## src/rtl/if_prefetch_unit_pkg.sv

```systemverilog
// Shared types and constants for the instruction-fetch stage.
//   DEF_XLEN      : default address/data width of the pipeline
//   NOP_INST      : addi x0,x0,0, presented to decode when no instruction is available
//   fetch_entry_t : one prefetch-queue entry {pc, inst}
//   fetch_state_t : fetch-control FSM states
package if_prefetch_unit_pkg;

    localparam int DEF_XLEN = 32;

    localparam logic [31:0] NOP_INST = 32'h0000_0013;

    typedef struct packed {
        logic [DEF_XLEN-1:0] pc;
        logic [31:0]         inst;
    } fetch_entry_t;

    typedef enum logic [0:0] {
        FETCH_RUN   = 1'b0,
        FETCH_DRAIN = 1'b1
    } fetch_state_t;

endpackage

```

## src/rtl/if_prefetch_unit_if.sv

```systemverilog
// Bus bundle of the fetch stage: instruction-memory request/response port,
// redirect and interrupt vector inputs, and the decode-facing queue head.
//   master : the fetch unit
//   slave  : memory / MEM stage / CSR / decode side
interface if_prefetch_unit_if #(
    parameter int XLEN  = 32,
    parameter int DEPTH = 4
) ();
    localparam int CW = $clog2(DEPTH + 1);

    logic            imem_req_valid;
    logic            imem_req_ready;
    logic [XLEN-1:0] imem_req_addr;
    logic            imem_rsp_valid;
    logic [31:0]     imem_rsp_data;
    logic            redir_valid;
    logic [XLEN-1:0] redir_pc;
    logic            intr_valid;
    logic [XLEN-1:0] intr_pc;
    logic            id_valid;
    logic            id_ready;
    logic [31:0]     id_inst;
    logic [XLEN-1:0] id_pc;
    logic [CW-1:0]   occupancy;

    modport master (
        output imem_req_valid, imem_req_addr, id_valid, id_inst, id_pc, occupancy,
        input  imem_req_ready, imem_rsp_valid, imem_rsp_data,
        input  redir_valid, redir_pc, intr_valid, intr_pc, id_ready
    );

    modport slave (
        input  imem_req_valid, imem_req_addr, id_valid, id_inst, id_pc, occupancy,
        output imem_req_ready, imem_rsp_valid, imem_rsp_data,
        output redir_valid, redir_pc, intr_valid, intr_pc, id_ready
    );
endinterface

```

## src/rtl/if_prefetch_unit_sync_fifo.sv

```systemverilog
// Synchronous FIFO used as the prefetch queue.
//   clk, rst   : clock, synchronous active-high reset
//   clr        : synchronous flush (empties the queue)
//   push/push_data, pop/pop_data : write and read ports; pop_data shows the head
//   full, empty, count           : fill status
// Push is accepted when full if a pop happens in the same cycle.
module sync_fifo #(
    parameter int WIDTH = 64,
    parameter int DEPTH = 4
) (
    input  logic                       clk,
    input  logic                       rst,
    input  logic                       clr,
    input  logic                       push,
    input  logic [WIDTH-1:0]           push_data,
    input  logic                       pop,
    output logic [WIDTH-1:0]           pop_data,
    output logic                       full,
    output logic                       empty,
    output logic [$clog2(DEPTH+1)-1:0] count
);
    localparam int AW = (DEPTH > 1) ? $clog2(DEPTH) : 1;
    localparam int CW = $clog2(DEPTH + 1);

    logic [WIDTH-1:0] mem_r [DEPTH];
    logic [AW-1:0]    wr_ptr_r;
    logic [AW-1:0]    rd_ptr_r;
    logic [CW-1:0]    count_r;
    logic             push_ok_s;
    logic             pop_ok_s;

    // Pointers wrap modulo DEPTH, which need not be a power of two.
    function automatic logic [AW-1:0] ptr_inc(input logic [AW-1:0] p);
        if (p == AW'(DEPTH - 1)) begin
            return '0;
        end else begin
            return p + AW'(1);
        end
    endfunction

    // Accept/status decode.
    always_comb begin
        empty     = (count_r == '0);
        full      = (count_r == CW'(DEPTH));
        pop_ok_s  = pop & ~empty;
        push_ok_s = push & (~full | pop_ok_s);
        count     = count_r;
        pop_data  = mem_r[rd_ptr_r];
    end

    // Pointer and count registers; clear wins over push/pop.
    always_ff @(posedge clk) begin
        if (rst || clr) begin
            wr_ptr_r <= '0;
            rd_ptr_r <= '0;
            count_r  <= '0;
        end else begin
            if (push_ok_s) begin
                wr_ptr_r <= ptr_inc(wr_ptr_r);
            end
            if (pop_ok_s) begin
                rd_ptr_r <= ptr_inc(rd_ptr_r);
            end
            case ({push_ok_s, pop_ok_s})
                2'b10:   count_r <= count_r + CW'(1);
                2'b01:   count_r <= count_r - CW'(1);
                default: count_r <= count_r;
            endcase
        end
    end

    // Storage array; contents are don't-care while the entry is not counted.
    always_ff @(posedge clk) begin
        if (push_ok_s && !clr && !rst) begin
            mem_r[wr_ptr_r] <= push_data;
        end
    end

endmodule

```

## src/rtl/if_prefetch_unit.sv

```systemverilog
// Instruction-fetch stage: PC generator, in-order pipelined instruction-memory
// port and a DEPTH-entry prefetch queue feeding decode.
//   clk, rst : clock, synchronous active-high reset
//   bus      : if_prefetch_unit_if.master (imem req/rsp, redirect, interrupt, decode head)
// A kill (interrupt vector or redirect) flushes the queue, reloads both PCs and
// arms a drop counter so that every response still in flight is discarded.

// Invariant checks for the fetch stage.
module if_prefetch_unit_chk #(
    parameter int DEPTH = 4,
    parameter int CW    = 3
) (
    input logic          clk,
    input logic          rst,
    input logic [CW-1:0] inflight,
    input logic [CW-1:0] drop_cnt,
    input logic [CW-1:0] occupancy,
    input logic          push,
    input logic          pop,
    input logic          full
);
    a_inflight_max: assert property (@(posedge clk) disable iff (rst) inflight <= CW'(DEPTH));
    a_drop_max:     assert property (@(posedge clk) disable iff (rst) drop_cnt <= inflight);
    a_occ_max:      assert property (@(posedge clk) disable iff (rst) occupancy <= CW'(DEPTH));
    a_cap:          assert property (@(posedge clk) disable iff (rst)
                        ({1'b0, occupancy} + {1'b0, inflight}) <= (CW + 1)'(DEPTH));
    a_no_overflow:  assert property (@(posedge clk) disable iff (rst) !(push && full && !pop));
endmodule

module if_prefetch_unit
    import if_prefetch_unit_pkg::*;
#(
    parameter int              XLEN     = DEF_XLEN,
    parameter int              DEPTH    = 4,
    parameter logic [XLEN-1:0] RESET_PC = '0
) (
    input logic               clk,
    input logic               rst,
    if_prefetch_unit_if.master bus
);
    localparam int              CW   = $clog2(DEPTH + 1);
    localparam int              FW   = XLEN + 32;
    localparam logic [CW:0]     CAP  = (CW + 1)'(DEPTH);
    localparam logic [XLEN-1:0] STEP = XLEN'(4);

    fetch_state_t    state_r, state_nxt_s;
    logic [XLEN-1:0] fetch_pc_r, rsp_pc_r, target_s;
    logic [CW-1:0]   inflight_r, drop_cnt_r, inflight_nxt_s, drop_nxt_s, occ_s;
    logic            kill_s, req_fire_s, push_s, pop_s, full_s, empty_s;
    logic [FW-1:0]   head_s;

    // Kill target select: interrupt vector beats redirect, always word aligned.
    always_comb begin
        kill_s = bus.intr_valid | bus.redir_valid;
        if (bus.intr_valid) begin
            target_s = {bus.intr_pc[XLEN-1:2], 2'b00};
        end else if (bus.redir_valid) begin
            target_s = {bus.redir_pc[XLEN-1:2], 2'b00};
        end else begin
            target_s = fetch_pc_r;
        end
    end

    // Issue only while queue entries plus outstanding requests leave room for
    // every response, so a response can always be pushed.
    always_comb begin
        bus.imem_req_valid = ~rst & ~kill_s & (({1'b0, occ_s} + {1'b0, inflight_r}) < CAP);
        bus.imem_req_addr  = fetch_pc_r;
        req_fire_s         = bus.imem_req_valid & bus.imem_req_ready;
        push_s             = bus.imem_rsp_valid & ~kill_s & (drop_cnt_r == '0);
        pop_s              = ~empty_s & bus.id_ready;
    end

    // In-flight and drop counter next values; a kill arms drop_cnt with the
    // post-update in-flight count.
    always_comb begin
        case ({req_fire_s, bus.imem_rsp_valid})
            2'b10:   inflight_nxt_s = inflight_r + CW'(1);
            2'b01:   inflight_nxt_s = inflight_r - CW'(1);
            default: inflight_nxt_s = inflight_r;
        endcase
        if (kill_s) begin
            drop_nxt_s = inflight_nxt_s;
        end else if (bus.imem_rsp_valid && (drop_cnt_r != '0)) begin
            drop_nxt_s = drop_cnt_r - CW'(1);
        end else begin
            drop_nxt_s = drop_cnt_r;
        end
    end

    // Fetch-control FSM next state; issue is not blocked while draining.
    always_comb begin
        state_nxt_s = state_r;
        case (state_r)
            FETCH_RUN: begin
                if (kill_s && (inflight_nxt_s != '0)) begin
                    state_nxt_s = FETCH_DRAIN;
                end else begin
                    state_nxt_s = FETCH_RUN;
                end
            end
            FETCH_DRAIN: begin
                if (drop_nxt_s == '0) begin
                    state_nxt_s = FETCH_RUN;
                end else begin
                    state_nxt_s = FETCH_DRAIN;
                end
            end
            default: state_nxt_s = FETCH_RUN;
        endcase
    end

    // FSM state register.
    always_ff @(posedge clk) begin
        if (rst) begin
            state_r <= FETCH_RUN;
        end else begin
            state_r <= state_nxt_s;
        end
    end

    // PC generator and counters.
    always_ff @(posedge clk) begin
        if (rst) begin
            fetch_pc_r <= RESET_PC;
            rsp_pc_r   <= RESET_PC;
            inflight_r <= '0;
            drop_cnt_r <= '0;
        end else begin
            inflight_r <= inflight_nxt_s;
            drop_cnt_r <= drop_nxt_s;
            if (kill_s) begin
                fetch_pc_r <= target_s;
                rsp_pc_r   <= target_s;
            end else begin
                if (req_fire_s) begin
                    fetch_pc_r <= fetch_pc_r + STEP;
                end
                if (push_s) begin
                    rsp_pc_r <= rsp_pc_r + STEP;
                end
            end
        end
    end

    sync_fifo #(.WIDTH(FW), .DEPTH(DEPTH)) u_queue (
        .clk       (clk),
        .rst       (rst),
        .clr       (kill_s),
        .push      (push_s),
        .push_data ({rsp_pc_r, bus.imem_rsp_data}),
        .pop       (pop_s),
        .pop_data  (head_s),
        .full      (full_s),
        .empty     (empty_s),
        .count     (occ_s)
    );

    // Decode-facing head: NOP and PC 0 when the queue is empty.
    always_comb begin
        bus.id_valid  = ~empty_s;
        bus.occupancy = occ_s;
        if (!empty_s) begin
            bus.id_inst = head_s[31:0];
            bus.id_pc   = head_s[FW-1:32];
        end else begin
            bus.id_inst = NOP_INST;
            bus.id_pc   = '0;
        end
    end

    if_prefetch_unit_chk #(.DEPTH(DEPTH), .CW(CW)) u_chk (
        .clk       (clk),
        .rst       (rst),
        .inflight  (inflight_r),
        .drop_cnt  (drop_cnt_r),
        .occupancy (occ_s),
        .push      (push_s),
        .pop       (pop_s),
        .full      (full_s)
    );

endmodule

```

## src/flat_wrapper.sv

```systemverilog
// flat-port wrapper written by rule: the top's interface ports become plain ports
module if_prefetch_unit_flat import if_prefetch_unit_pkg::*;
#(
    parameter int              XLEN     = DEF_XLEN,
    parameter int              DEPTH    = 4,
    parameter logic [XLEN-1:0] RESET_PC = '0
)
  (clk, rst, bus_imem_req_valid, bus_imem_req_addr, bus_id_valid, bus_id_inst, bus_id_pc, bus_occupancy, bus_imem_req_ready, bus_imem_rsp_valid, bus_imem_rsp_data, bus_redir_valid, bus_redir_pc, bus_intr_valid, bus_intr_pc, bus_id_ready);
  if_prefetch_unit_if #(.XLEN(XLEN), .DEPTH(DEPTH)) bus_i ();
  input logic clk;
  input logic rst;
  output wire logic [$bits(bus_i.imem_req_valid)-1:0] bus_imem_req_valid;
  output wire logic [$bits(bus_i.imem_req_addr)-1:0] bus_imem_req_addr;
  output wire logic [$bits(bus_i.id_valid)-1:0] bus_id_valid;
  output wire logic [$bits(bus_i.id_inst)-1:0] bus_id_inst;
  output wire logic [$bits(bus_i.id_pc)-1:0] bus_id_pc;
  output wire logic [$bits(bus_i.occupancy)-1:0] bus_occupancy;
  input wire logic [$bits(bus_i.imem_req_ready)-1:0] bus_imem_req_ready;
  input wire logic [$bits(bus_i.imem_rsp_valid)-1:0] bus_imem_rsp_valid;
  input wire logic [$bits(bus_i.imem_rsp_data)-1:0] bus_imem_rsp_data;
  input wire logic [$bits(bus_i.redir_valid)-1:0] bus_redir_valid;
  input wire logic [$bits(bus_i.redir_pc)-1:0] bus_redir_pc;
  input wire logic [$bits(bus_i.intr_valid)-1:0] bus_intr_valid;
  input wire logic [$bits(bus_i.intr_pc)-1:0] bus_intr_pc;
  input wire logic [$bits(bus_i.id_ready)-1:0] bus_id_ready;
  assign bus_imem_req_valid = bus_i.imem_req_valid;
  assign bus_imem_req_addr = bus_i.imem_req_addr;
  assign bus_id_valid = bus_i.id_valid;
  assign bus_id_inst = bus_i.id_inst;
  assign bus_id_pc = bus_i.id_pc;
  assign bus_occupancy = bus_i.occupancy;
  assign bus_i.imem_req_ready = bus_imem_req_ready;
  assign bus_i.imem_rsp_valid = bus_imem_rsp_valid;
  assign bus_i.imem_rsp_data = bus_imem_rsp_data;
  assign bus_i.redir_valid = bus_redir_valid;
  assign bus_i.redir_pc = bus_redir_pc;
  assign bus_i.intr_valid = bus_intr_valid;
  assign bus_i.intr_pc = bus_intr_pc;
  assign bus_i.id_ready = bus_id_ready;
  if_prefetch_unit #(.XLEN(XLEN), .DEPTH(DEPTH), .RESET_PC(RESET_PC)) u_core (.clk(clk), .rst(rst), .bus(bus_i));
endmodule
```

## config.mk

```make
export PLATFORM = sky130hd
export DESIGN_NAME = if_prefetch_unit_flat
export DESIGN_NICKNAME = d
export VERILOG_FILES = /design/src/rtl/if_prefetch_unit_pkg.sv /design/src/rtl/if_prefetch_unit_if.sv /design/src/rtl/if_prefetch_unit_sync_fifo.sv /design/src/rtl/if_prefetch_unit.sv /design/src/flat_wrapper.sv
export SDC_FILE = /design/constraint.sdc
export NUM_CORES = 1
export LEC_CHECK = 0
export ABC_AREA = 1
export CORE_ASPECT_RATIO = 1.2
export CORE_UTILIZATION = 40
export CTS_CLUSTER_SIZE = 30
export DETAILED_ROUTE_END_ITERATION = 8
export PLACE_DENSITY_LB_ADDON = 0.25
export SYNTH_ARGS = -nofsm -noshare
export SYNTH_HDL_FRONTEND = slang
export SYNTH_HIERARCHICAL = 1
export SYNTH_SLANG_ARGS = --single-unit
```

## constraint.sdc

```tcl
create_clock -name clk -period 7.7 [get_ports clk]
set_clock_uncertainty 0.2 [all_clocks]
set_input_delay 1.54 -clock clk [delete_from_list [all_inputs] [get_ports clk]]
set_output_delay 1.54 -clock clk [all_outputs]
set_load 0.02 [all_outputs]
```

== After elaboration in Yosys (flattened, before gate mapping) ==
Memories as Yosys holds them, arrays and structs flattened. A register that Yosys moved wholly into a read port is not among the register bits.
Cells that the tools add are included.
Operators by class
  multiply operators: 0
  reduce and logical (&&, ||, !) cells: 13
  mux-type cells: 18
  order comparisons: 1
  eq/ne operators: 7
  bitwise logic cells: 14
  div/mod/pow operators: 0
  shift operators: 0
  add/subtract/negate cells: 10
Operators with widths (number)
  2-to-1 mux 32 bit: 8
  adder 32 x 3 -> 32 bit, second input constant: 2
  one-hot mux 3 bit (2 select lines): 2
  subtractor 3 x 1 -> 3 bit, second input constant: 3
  bitwise AND 1 bit: 8
  == test 2 bit, second input constant: 4
  2-to-1 mux 2 bit: 4
  nonzero test 2 bit: 4
  adder 3 x 1 -> 3 bit, second input constant: 2
  zero test 3 bit: 2
  2-to-1 mux 3 bit: 2
  adder 2 x 1 -> 2 bit, second input constant: 2
  adder 3 x 3 -> 4 bit: 1
  == test 2 x 1 -> 1 bit, second input constant: 2
  < comparator 4 x 3 -> 1 bit, second input constant: 1
  NOT 1 bit: 4
  == test 3 bit, second input constant: 1
  logical AND 1 bit: 3
  nonzero test 3 bit: 1
  zero test 1 bit: 2
  2-to-1 mux 1 bit: 2
  OR 1 bit: 2
  logical OR 1 bit: 1
Storage, ports and cells
  logic and storage cells: 71
  RAM bits: 256
  bits in latches: 0
  bits in read-only memories: 0
  bits in registers: 77
  memories: 1
  output and inout port bits: 101
Memory list
  u_core.u_queue.mem_r: depth 4, bits a word 64, rd ports 1, clocked after memory_dff 1, wr ports 1, line if_prefetch_unit_sync_fifo.sv:25  | logic [WIDTH-1:0] mem_r [DEPTH];

== Depth between registers and ports, before layout ==
Gate-level depths: netlist of the first run.
  word-level depth: 10
  gate-level depth with buffers: 13
  gate-level depth less buffers: 13

== Hierarchy ==
Netlist of the first run, hierarchy kept.
Modules (own cells, without submodules)
  sync_fifo: times used 1, area an instance 10002.1 um^2, cells an instance 687
  if_prefetch_unit: times used 1, area an instance 5400.2 um^2, cells an instance 969

== Worst setup path before layout of the first run ==
No wires, ideal clock.
  path type: input port to flip-flop
  start: input port bus_intr_valid
  end: memory u_core.u_queue.mem_r[0][0] (enable)
  library setup time: 0.487 ns
  required time: 7.013 ns
  buffers on the path: 1
  path slack: 1.966 ns
  stages: 6
  data arrival time: 5.048 ns
  path through: inv_2 > nand2_2 > buf_2 > nor2_1 > nand3_1 > nor2_1
Between the ends
  longest elaborated chain between the ends: 9
  elaborated cells between the ends (all ways): 10
RTL lines
  start, declared: line flat_wrapper.sv:23  | input wire logic [$bits(bus_i.intr_valid)-1:0] bus_intr_valid;
  OR 1 bit *: line if_prefetch_unit.sv:54  | kill_s = bus.intr_valid | bus.redir_valid;
  via u_core.kill_s: line if_prefetch_unit.sv:49  | logic kill_s, req_fire_s, push_s, pop_s, full_s, empty_s;
  NOT 1 bit: line if_prefetch_unit.sv:70  | push_s = bus.imem_rsp_valid & ~kill_s & (drop_cnt_r == '0);
  bitwise AND 1 bit (2 in series): line if_prefetch_unit.sv:70
  bitwise AND 1 bit: line if_prefetch_unit_sync_fifo.sv:46  | push_ok_s = push & (~full | pop_ok_s);
  logical AND 1 bit * (2 in series): line if_prefetch_unit_sync_fifo.sv:74  | if (push_ok_s && !clr && !rst) begin
  2-to-1 mux 1 bit *: line if_prefetch_unit_sync_fifo.sv:74
  2-to-1 mux 1 bit (implied by the code) *: line if_prefetch_unit_sync_fifo.sv:75  | mem_r[wr_ptr_r] <= push_data;
  end, declared: line if_prefetch_unit_sync_fifo.sv:25
Mark *: on every way through the listed nets, which the timed path passes. The rest lies on a longest branch.

== Worst setup path in the final report of the first run ==
  start: input port bus_redir_valid
  end: output port bus_imem_req_valid
Between the ends
  longest elaborated chain between the ends: 4
RTL lines
  start, declared: line flat_wrapper.sv:21  | input wire logic [$bits(bus_i.redir_valid)-1:0] bus_redir_valid;
  OR 1 bit: line if_prefetch_unit.sv:54
  NOT 1 bit: line if_prefetch_unit.sv:67  | bus.imem_req_valid = ~rst & ~kill_s & (({1'b0, occ_s} + {1'b0, inflight_r}) < CAP);
  bitwise AND 1 bit (2 in series): line if_prefetch_unit.sv:67
  end, declared: line flat_wrapper.sv:12  | output wire logic [$bits(bus_i.imem_req_valid)-1:0] bus_imem_req_valid;
No other way between the ends.

==> results.sh, run 1 <==
export IMPL_syn_mean_instance_area_um2=9.30
export IMPL_synth_area_leaders="edfxtp_1 (50%), dfxtp_1 (10%), nor2_1 (7.9%), nand2_1 (6.2%), o21ai_0 (3.8%)"
export IMPL_crit_top_cell="clkdlybuf4s50_1"
export IMPL_hold_violations=0
export IMPL_initial_core_util=0.407
export IMPL_max_freq_mhz=174
export IMPL_synth_fp_nets=1773
export IMPL_die_x_um=181
export IMPL_p_leak_nw=6.84
export IMPL_tightest_slew_ns=1.14
export IMPL_max_slew_margin=0.240
export IMPL_tns_ns=0
export IMPL_worstSetupPathType="in -> out"
export IMPL_final_min_clock_period_ns=5.75
export IMPL_clkLatencyLatePin_ns=0.52
export IMPL_p_comb_frac=0.072
export IMPL_globalRoute_totalOverflow=0
export IMPL_final_cell_mix="nor2_1 (322), edfxtp_1 (256), nand2_1 (255), clkdlybuf4s50_1 (199), inv_1 (140)"
export IMPL_areaGrowthSynthToFinish_pct=21.4
export IMPL_internal_power_mw=2.96
export IMPL_synth_cells=1656
export IMPL_grt_setup_unrepaired="false"
export IMPL_critPathSlowestCell="clkdlybuf4s50_1"
export IMPL_max_stage_delay_ns=1.01
export IMPL_maxCapViolCount=0
export IMPL_fin_hold_ws_ns=0.303
export IMPL_drtAntennaViolNets=0
export IMPL_cts_setup_buffers=0
export IMPL_p_sw_mw=0.882
export IMPL_cts_hold_buffers=0
export IMPL_ios=204
export IMPL_peakVddDrop_uv=137
export IMPL_start_kind="primary input"
export IMPL_cts_root_buf="clkbuf_16"
export IMPL_grt_util_all_layers=0.192
export IMPL_wire_per_inst_um=16.1
export IMPL_yosys_warnings=6
export IMPL_power_density_nw_per_um2=206
export IMPL_synthArstFlopShare=0
export IMPL_hpwlAfterDp_um=23100
export IMPL_critPathMaxFanout=31
export IMPL_h_tree_depth=2
export IMPL_synth_edff_count=256
export IMPL_insertedDiodeCount=0
export IMPL_yosys_cell_types_count=41
export IMPL_cts_resized=0
export IMPL_tritoncts="built"
export IMPL_setup_viol=0
export IMPL_cts_sinks=333
export IMPL_hp_class="reg -> reg"
export IMPL_status="complete, no violations"
export IMPL_grt_start_max_net_pins=90
export IMPL_grt_pass1_vias=11500
export IMPL_yosysSeqAreaShare=0.599
export IMPL_cts_buffers=34
export IMPL_pwr_share_seq=0.528
export IMPL_route_detailed_drc=0
export IMPL_port_buffers=199
export IMPL_viasPerCell=5.06
export IMPL_post_route_period_util=0.747
export IMPL_drive_gt1_frac=0.0590
export IMPL_nNetsFinal=1938
export IMPL_drt_iter0_drc=761
export IMPL_clkPwrFrac=0.400
export IMPL_p_sw_frac=0.229
export IMPL_core_um2=37900
export IMPL_via_count=11800
export IMPL_clkTransAtPathRegs_ns=0.06
export IMPL_crit_required_ns=5.96
export IMPL_syn_area_um2=15400
export IMPL_cp_cell_sequence="clkdlybuf4s50_1 -> inv_2 -> nand2_2 -> nor2_4 -> and3_1 -> clkdlybuf4s50_1"
export IMPL_cts_max_path_buffers=3
export IMPL_synth_top_cell_by_area="edfxtp_1"
export IMPL_gp_congestion=0.811
export IMPL_arrival_ns=4.01
export IMPL_grt_pass1_wl_um=60100
export IMPL_firstDrtPassIters=5
export IMPL_placementRows=78
export IMPL_ys_flop_type="edfxtp_1"
export IMPL_antenna_found_initial=0
export IMPL_final_common_cell="nor2_1"
export IMPL_wirelength_um=37500
export IMPL_die_area_um2=39300
export IMPL_die_y_um=217
export IMPL_synth_seq_cells=333
export IMPL_synthDominantCellAreaShare=0.499
export IMPL_end_kind="output port"
export IMPL_drv_slew=0
[layer usage]
layer  share of wire  GRT usage
met1            0.44      0.245
met2            0.48      0.329
met3           0.053     0.0316
met4           0.028     0.0678
met5               0          0
[cells by family (layout without fill, tap and decap cells)]
logic type | count (synthesis) | after routing | share of synthesized area
flops | 333 | 333 | 0.599
simple gates | 709 | 709 | 0.190
xor+xnor | 21 | 21 | 0.0119
buf+inv | 234 | 425 | 0.0673
fa+ha+maj | 14 | 14 | 0.0123
compound gates | 345 | 345 | 0.119
[final timing paths]
kind / start / endpoint / slack (ns) / cells past startpoint
max: bus_redir_valid / bus_imem_req_valid / 1.95 / 6
min: u_core/u_queue/rd_ptr_r[1]$_SDFFE_PP0N_ / flip-flop / 0.30 / 2
max reg2reg: u_core/u_queue/count[1]$_SDFFE_PP0P_ / u_core/u_queue/mem_r[0][2]$_DFFE_PP_ / 4.28 / 10
min reg2reg: u_core/u_queue/rd_ptr_r[1]$_SDFFE_PP0N_ / flip-flop / 0.30 / 2
[state kept, by name, indices dropped and copies added (netlist names), named ones only]
| register | cells |
|---|---|
| u_core/u_queue/wr_ptr_r | 2 |
| u_core/drop_cnt_r | 3 |
| u_core/u_queue/count | 3 |
| u_core/u_queue/mem_r | 256 |
| u_core/inflight_r | 3 |
| u_core/rsp_pc_r | 31 |
| u_core/u_queue/rd_ptr_r | 2 |
| u_core/bus.imem_req_addr | 31 |
[area by class of cell]
| class | count | area, um^2 |
|---|---|---|
| Clock buffer | 43 | 895 |
| Clock inverter | 19 | 139 |
| Fill cell | 3498 | 19200 |
| Inverter | 151 | 569 |
| Multi-Input combinational cell | 1089 | 5170 |
| Sequential cell | 333 | 9230 |
| Tap cell | 480 | 601 |
| Timing Repair Buffer | 212 | 2090 |
[critical path, delay by kind of cell]
family / cells / cell delay [ns]
buf+inv: 3 / 1.82
simple gates: 3 / 0.64
[Yosys cell counts, types with 2 or more instances]
master	number
nand4_1	4
buf_1	3
nor2_4	6
dfxtp_1	77
o21a_1	2
buf_6	13
inv_1	142
buf_4	11
edfxtp_1	256
nand3_1	81
buf_2	12
inv_2	8
o21ai_1	81
nand2_2	8
or2_2	3
nor2_2	10
fa_1	2
a21oi_1	73
o22ai_1	66
clkbuf_2	3
xnor2_1	3
ha_1	12
nand3b_1	3
nor3_1	4
xor2_1	18
and2_1	2
nor2_1	326
nand2_1	255
clkbuf_1	41
o21ai_0	117
o211ai_1	4
[power groups by stage]
stage                     registers (mW)  clock network, mW  logic [mW]
final                               2.03               1.54       0.276
after detailed placement            2.07                  0       0.276
after global routing                2.04               1.64       0.309
after global placement              2.06                  0       0.271
after CTS                           2.03               1.58       0.278
after floorplan                     2.06                  0       0.136
[stage by stage]
step	utilization	setup slack (ns)	instance area [um^2]	instances	total power [mW]
after global routing	0.494	1.72	18700	2327	3.99
after floorplan	-	1.97	15400	1656	2.20
final	0.494	1.95	18700	2327	3.84
after global placement	0.466	1.97	17700	2265	2.34
after CTS	0.494	1.93	18700	2327	3.88
after detailed placement	0.466	1.94	17700	2265	2.34
Power figures use the tool's default switching activity.
==> run 2, diff against run 1 <==
==> constraint.sdc (replaced) <==
create_clock -name clk -period 5.53 [get_ports clk]
set_clock_uncertainty 0.2 [all_clocks]
set_input_delay 1.106 -clock clk [delete_from_list [all_inputs] [get_ports clk]]
set_output_delay 1.106 -clock clk [all_outputs]
set_load 0.02 [all_outputs]
==> results.sh, run 2 (synthesized netlist as in run 1, its figures left out) <==
export IMPL_status="complete, no violations"
export IMPL_tightest_slew_ns=1.10
export IMPL_wire_per_inst_um=16.0
export IMPL_insertedDiodeCount=0
export IMPL_start_kind="flip-flop"
export IMPL_hold_path_end="u_core/rsp_pc_r[0]$_SDFFE_PP0P_"
export IMPL_cts_setup_buffers=0
export IMPL_setup_viol=0
export IMPL_regMostFlops="u_core/u_queue/mem_r"
export IMPL_drt_iter0_drc=646
export IMPL_cts_resized=0
export IMPL_grt_util_all_layers=0.188
export IMPL_placementRows=78
export IMPL_end_kind="output port"
export IMPL_grt_start_max_net_pins=105
export IMPL_drv_slew=0
export IMPL_port_buffers=199
export IMPL_final_cell_mix="nor2_1 (322), edfxtp_1 (256), nand2_1 (255), clkdlybuf4s50_1 (199), inv_1 (140)"
export IMPL_total_power_mw=5.44
export IMPL_wirelength_um=37300
export IMPL_h_tree_depth=2
export IMPL_r2r_end="u_core/u_queue/mem_r[0][58]$_DFFE_PP_"
export IMPL_max_slew_margin=0.268
export IMPL_cts_max_path_buffers=3
export IMPL_route_detailed_drc=0
export IMPL_tritoncts="built"
export IMPL_clkLatencyLatePin_ns=0.51
export IMPL_initial_core_util=0.407
export IMPL_via_count=11900
export IMPL_hpwlAfterDp_um=23400
export IMPL_power_density_nw_per_um2=289
export IMPL_p_leak_nw=6.89
export IMPL_peakVddDrop_uv=183
export IMPL_drive_gt1_frac=0.0615
export IMPL_drtAntennaViolNets=0
export IMPL_holdCritStartpoint="u_core/rsp_pc_r[0]$_SDFFE_PP0P_"
export IMPL_nNetsFinal=1945
export IMPL_r2r_slack_ns=2.31
export IMPL_hold_violations=0
export IMPL_cts_sinks=333
export IMPL_maxCapViolCount=0
export IMPL_final_common_cell="nor2_1"
export IMPL_die_area_um2=39300
export IMPL_stdcell_count=2334
export IMPL_cts_hold_buffers=0
export IMPL_arrival_ns=3.35
export IMPL_clkTransAtPathRegs_ns=0.06
export IMPL_crit_required_ns=4.22
export IMPL_cts_buffers=35
export IMPL_max_freq_mhz=215
export IMPL_globalRoute_totalOverflow=0
export IMPL_core_um2=37900
export IMPL_die_x_um=181
export IMPL_hold_depth=2
export IMPL_largest_reg_flops=256
export IMPL_worstSetupPathType="reg -> out"
export IMPL_areaGrowthSynthToFinish_pct=22.1
export IMPL_grt_setup_unrepaired="false"
export IMPL_critPathMaxFanout=104
export IMPL_place_inst=2271
export IMPL_ios=204
export IMPL_firstDrtPassIters=5
export IMPL_grt_pass1_vias=11300
export IMPL_hp_class="reg -> reg"
export IMPL_r2r_cells=9
export IMPL_r2r_start="u_core/u_queue/count[2]$_SDFFE_PP0P_"
export IMPL_cts_root_buf="clkbuf_16"
export IMPL_grt_pass1_wl_um=59000
export IMPL_gp_congestion=0.809
export IMPL_viasPerCell=5.10
export IMPL_die_y_um=217
export IMPL_post_route_period_util=0.842
export IMPL_tns_ns=0
export IMPL_antenna_found_initial=0
export IMPL_final_min_clock_period_ns=4.66
run 2: routing by layer:
metal | vias up | track usage | share of wire
li1 | 5934 | - | -
met1 | 5576 | 0.237 | 0.43
met2 | 344 | 0.330 | 0.49
met3 | 56 | 0.0301 | 0.059
met4 | 0 | 0.0596 | 0.023
met5 | - | 0 | 0
run 2: area by class of cell:
cell class              instances  area [um^2]
flip-flops and latches        333         9230
well taps                     480          601
inverters                     151          569
multi-input cells            1089         5170
fillers                      3475        19100
repair buffers                218         2150
clock buffers                  43          927
clock inverters                20          163
run 2: where the power goes:
| part | internal, mW | total, mW | switching [mW] |
|---|---|---|---|
| sequential | 2.74 | 2.83 | 0.0819 |
| combinational | 0.175 | 0.386 | 0.211 |
| clock | 1.29 | 2.23 | 0.936 |
| total | 4.21 | 5.44 | 1.23 |
run 2: per-stage QoR:
step	worst slack [ns]	utilization	hold slack, ns	cell area, um^2
after floorplan	0.230	-	0.257	15400
after global placement	0.884	0.468	0.293	17700
after detailed placement	0.807	0.468	0.312	17700
after CTS	0.816	0.497	0.321	18800
after global routing	0.575	0.497	0.343	18800
final	0.872	0.497	0.318	18800
run 2: worst max-delay path by stage:
stage          depth (start not counted)                                    to  slack (ns)
3_3_place_gp                           7  u_core/u_queue/mem_r[0][2]$_DFFE_PP_        0.88
5_1_grt                                7                       bus_id_inst[21]        0.58
6_report                               7                       bus_id_inst[21]        0.87
2_1_floorplan                          6  u_core/u_queue/mem_r[0][0]$_DFFE_PP_        0.23
4_1_cts                                7                       bus_id_inst[21]        0.82
3_5_place_dp                           7  u_core/u_queue/mem_r[0][2]$_DFFE_PP_        0.81
run 2: worst max-delay path, cell delays in order, from the launching register on:
cell and delay [ns]:
dfxtp_4 0.46, inv_4 0.84, buf_4 0.44, nor2_1 0.08
o22ai_1 0.23, inv_1 0.06, nor2_1 0.10, clkdlybuf4s50_1 0.62
==> run 3, diff against run 2 <==
==> constraint.sdc (replaced) <==
create_clock -name clk -period 3.9 [get_ports clk]
set_clock_uncertainty 0.2 [all_clocks]
set_input_delay 0.78 -clock clk [delete_from_list [all_inputs] [get_ports clk]]
set_output_delay 0.78 -clock clk [all_outputs]
set_load 0.02 [all_outputs]
==> results.sh, run 3 (synthesized netlist as in run 1, its figures left out) <==
export IMPL_drive_gt1_frac=0.0691
export IMPL_initial_core_util=0.407
export IMPL_insertedDiodeCount=0
export IMPL_final_cell_mix="nor2_1 (322), edfxtp_1 (256), nand2_1 (255), clkdlybuf4s50_1 (199), inv_1 (141)"
export IMPL_largest_reg_flops=256
export IMPL_fin_area_um2=19000
export IMPL_grt_pass1_wl_um=59900
export IMPL_power_density_nw_per_um2=404
export IMPL_p_sw_mw=1.73
export IMPL_placementRows=78
export IMPL_globalRoute_totalOverflow=0
export IMPL_grt_setup_unrepaired="false"
export IMPL_place_area_um2=17900
export IMPL_port_buffers=199
export IMPL_cts_root_buf="clkbuf_16"
export IMPL_fin_hold_ws_ns=0.321
export IMPL_drtAntennaViolNets=0
export IMPL_core_um2=37900
export IMPL_max_freq_mhz=274
export IMPL_antenna_found_initial=0
export IMPL_tns_ns=0
export IMPL_arrival_ns=2.68
export IMPL_final_min_clock_period_ns=3.66
export IMPL_wire_per_inst_um=16.2
export IMPL_status="complete, no violations"
export IMPL_die_area_um2=39300
export IMPL_p_sw_frac=0.226
export IMPL_drt_iter0_drc=881
export IMPL_h_tree_depth=2
export IMPL_post_route_period_util=0.937
export IMPL_critPathMaxFanout=40
export IMPL_start_kind="flip-flop"
export IMPL_hpwlAfterDp_um=24700
export IMPL_clkLatencyLatePin_ns=0.52
export IMPL_gp_congestion=0.862
export IMPL_wirelength_um=38000
export IMPL_areaGrowthSynthToFinish_pct=23.2
export IMPL_regMostFlops="u_core/u_queue/mem_r"
export IMPL_die_x_um=181
export IMPL_nNetsFinal=1961
export IMPL_cts_setup_buffers=0
export IMPL_grt_util_all_layers=0.192
export IMPL_crit_required_ns=2.92
export IMPL_hold_violations=0
export IMPL_setup_viol=0
export IMPL_grt_start_max_net_pins=57
export IMPL_via_count=12000
export IMPL_met1_usage=0.247
export IMPL_p_leak_nw=6.97
export IMPL_end_kind="output port"
export IMPL_worstSetupPathType="reg -> out"
export IMPL_cts_hold_buffers=0
export IMPL_clkTransAtPathRegs_ns=0.06
export IMPL_viasPerCell=5.10
export IMPL_grt_busiest_layer="met2"
export IMPL_cts_resized=0
export IMPL_tritoncts="built"
export IMPL_final_common_cell="nor2_1"
export IMPL_cts_buffers=35
export IMPL_gr_usage_met2=0.325
export IMPL_firstDrtPassIters=5
export IMPL_max_slew_margin=0.441
export IMPL_drv_slew=0
export IMPL_cts_max_path_buffers=3
export IMPL_p_comb_frac=0.072
export IMPL_tightest_slew_ns=0.837
export IMPL_peakVddDrop_uv=220
export IMPL_grt_pass1_vias=11600
export IMPL_ios=204
export IMPL_route_detailed_drc=0
export IMPL_internal_power_mw=5.93
export IMPL_hp_class="reg -> reg"
export IMPL_cts_sinks=333
export IMPL_clkPwrFrac=0.405
export IMPL_die_y_um=217
export IMPL_grt_util_met3=0.0371
export IMPL_maxCapViolCount=0
export IMPL_pwr_share_seq=0.523
-- run 3: power groups by stage --
stage	sequential [mW]	combinational [mW]	clock [mW]
after floorplan	4.07	0.269	0
after global placement	4.08	0.542	0
after detailed placement	4.08	0.551	0
after CTS	4.01	0.556	3.19
after global routing	4.02	0.613	3.33
final	4.01	0.553	3.10
-- run 3: layout make-up --
class | count | area [um^2]
fill | 3472 | 18900
sequential | 333 | 9230
multi-input combinational | 1089 | 5170
timing repair buffer | 234 | 2340
clock buffer | 42 | 902
tap | 480 | 601
inverter | 151 | 569
clock inverter | 19 | 155
-- run 3: worst paths after layout --
path / from / to / slack (ns) / depth (start not counted)
setup / recovery: u_core/u_queue/count[1]$_SDFFE_PP0P_ / bus_id_inst[31] / 0.24 / 6
hold / removal: u_core/u_queue/rd_ptr_r[1]$_SDFFE_PP0N_ / flip-flop / 0.32 / 2
setup reg to reg: u_core/u_queue/count[1]$_SDFFE_PP0P_ / u_core/u_queue/mem_r[3][16]$_DFFE_PP_ / 0.75 / 10
hold reg to reg: u_core/u_queue/rd_ptr_r[1]$_SDFFE_PP0N_ / flip-flop / 0.32 / 2
-- run 3: per-stage QoR --
| stage | cells | total power [mW] | utilization | setup slack, ns |
|---|---|---|---|---|
| floorplan | 1656 | 4.34 | - | -0.0688 |
| global placement | 2287 | 4.62 | 0.473 | 0.393 |
| detailed placement | 2287 | 4.63 | 0.473 | 0.354 |
| CTS | 2348 | 7.75 | 0.501 | 0.0990 |
| global route | 2348 | 7.96 | 0.501 | 0.0675 |
| finish | 2348 | 7.66 | 0.501 | 0.245 |
-- run 3: metal layers --
metal | routed length, um | share of wire | vias up
met1 | 16800 | 0.44 | 5618
met2 | 18100 | 0.48 | 322
met4 | 959 | 0.025 | 0
met3 | 2140 | 0.056 | 65
met5 | 0 | 0 | -
li1 | - | - | 5965
-- run 3: worst max-delay path, cell delays in order, from the launching register on --
cell,delay [ns]
dfxtp_1,0.36
nor2_2,0.17
nand2_2,0.10
inv_2,0.61
buf_4,0.32
nor2_1,0.07
clkdlybuf4s50_1,0.53
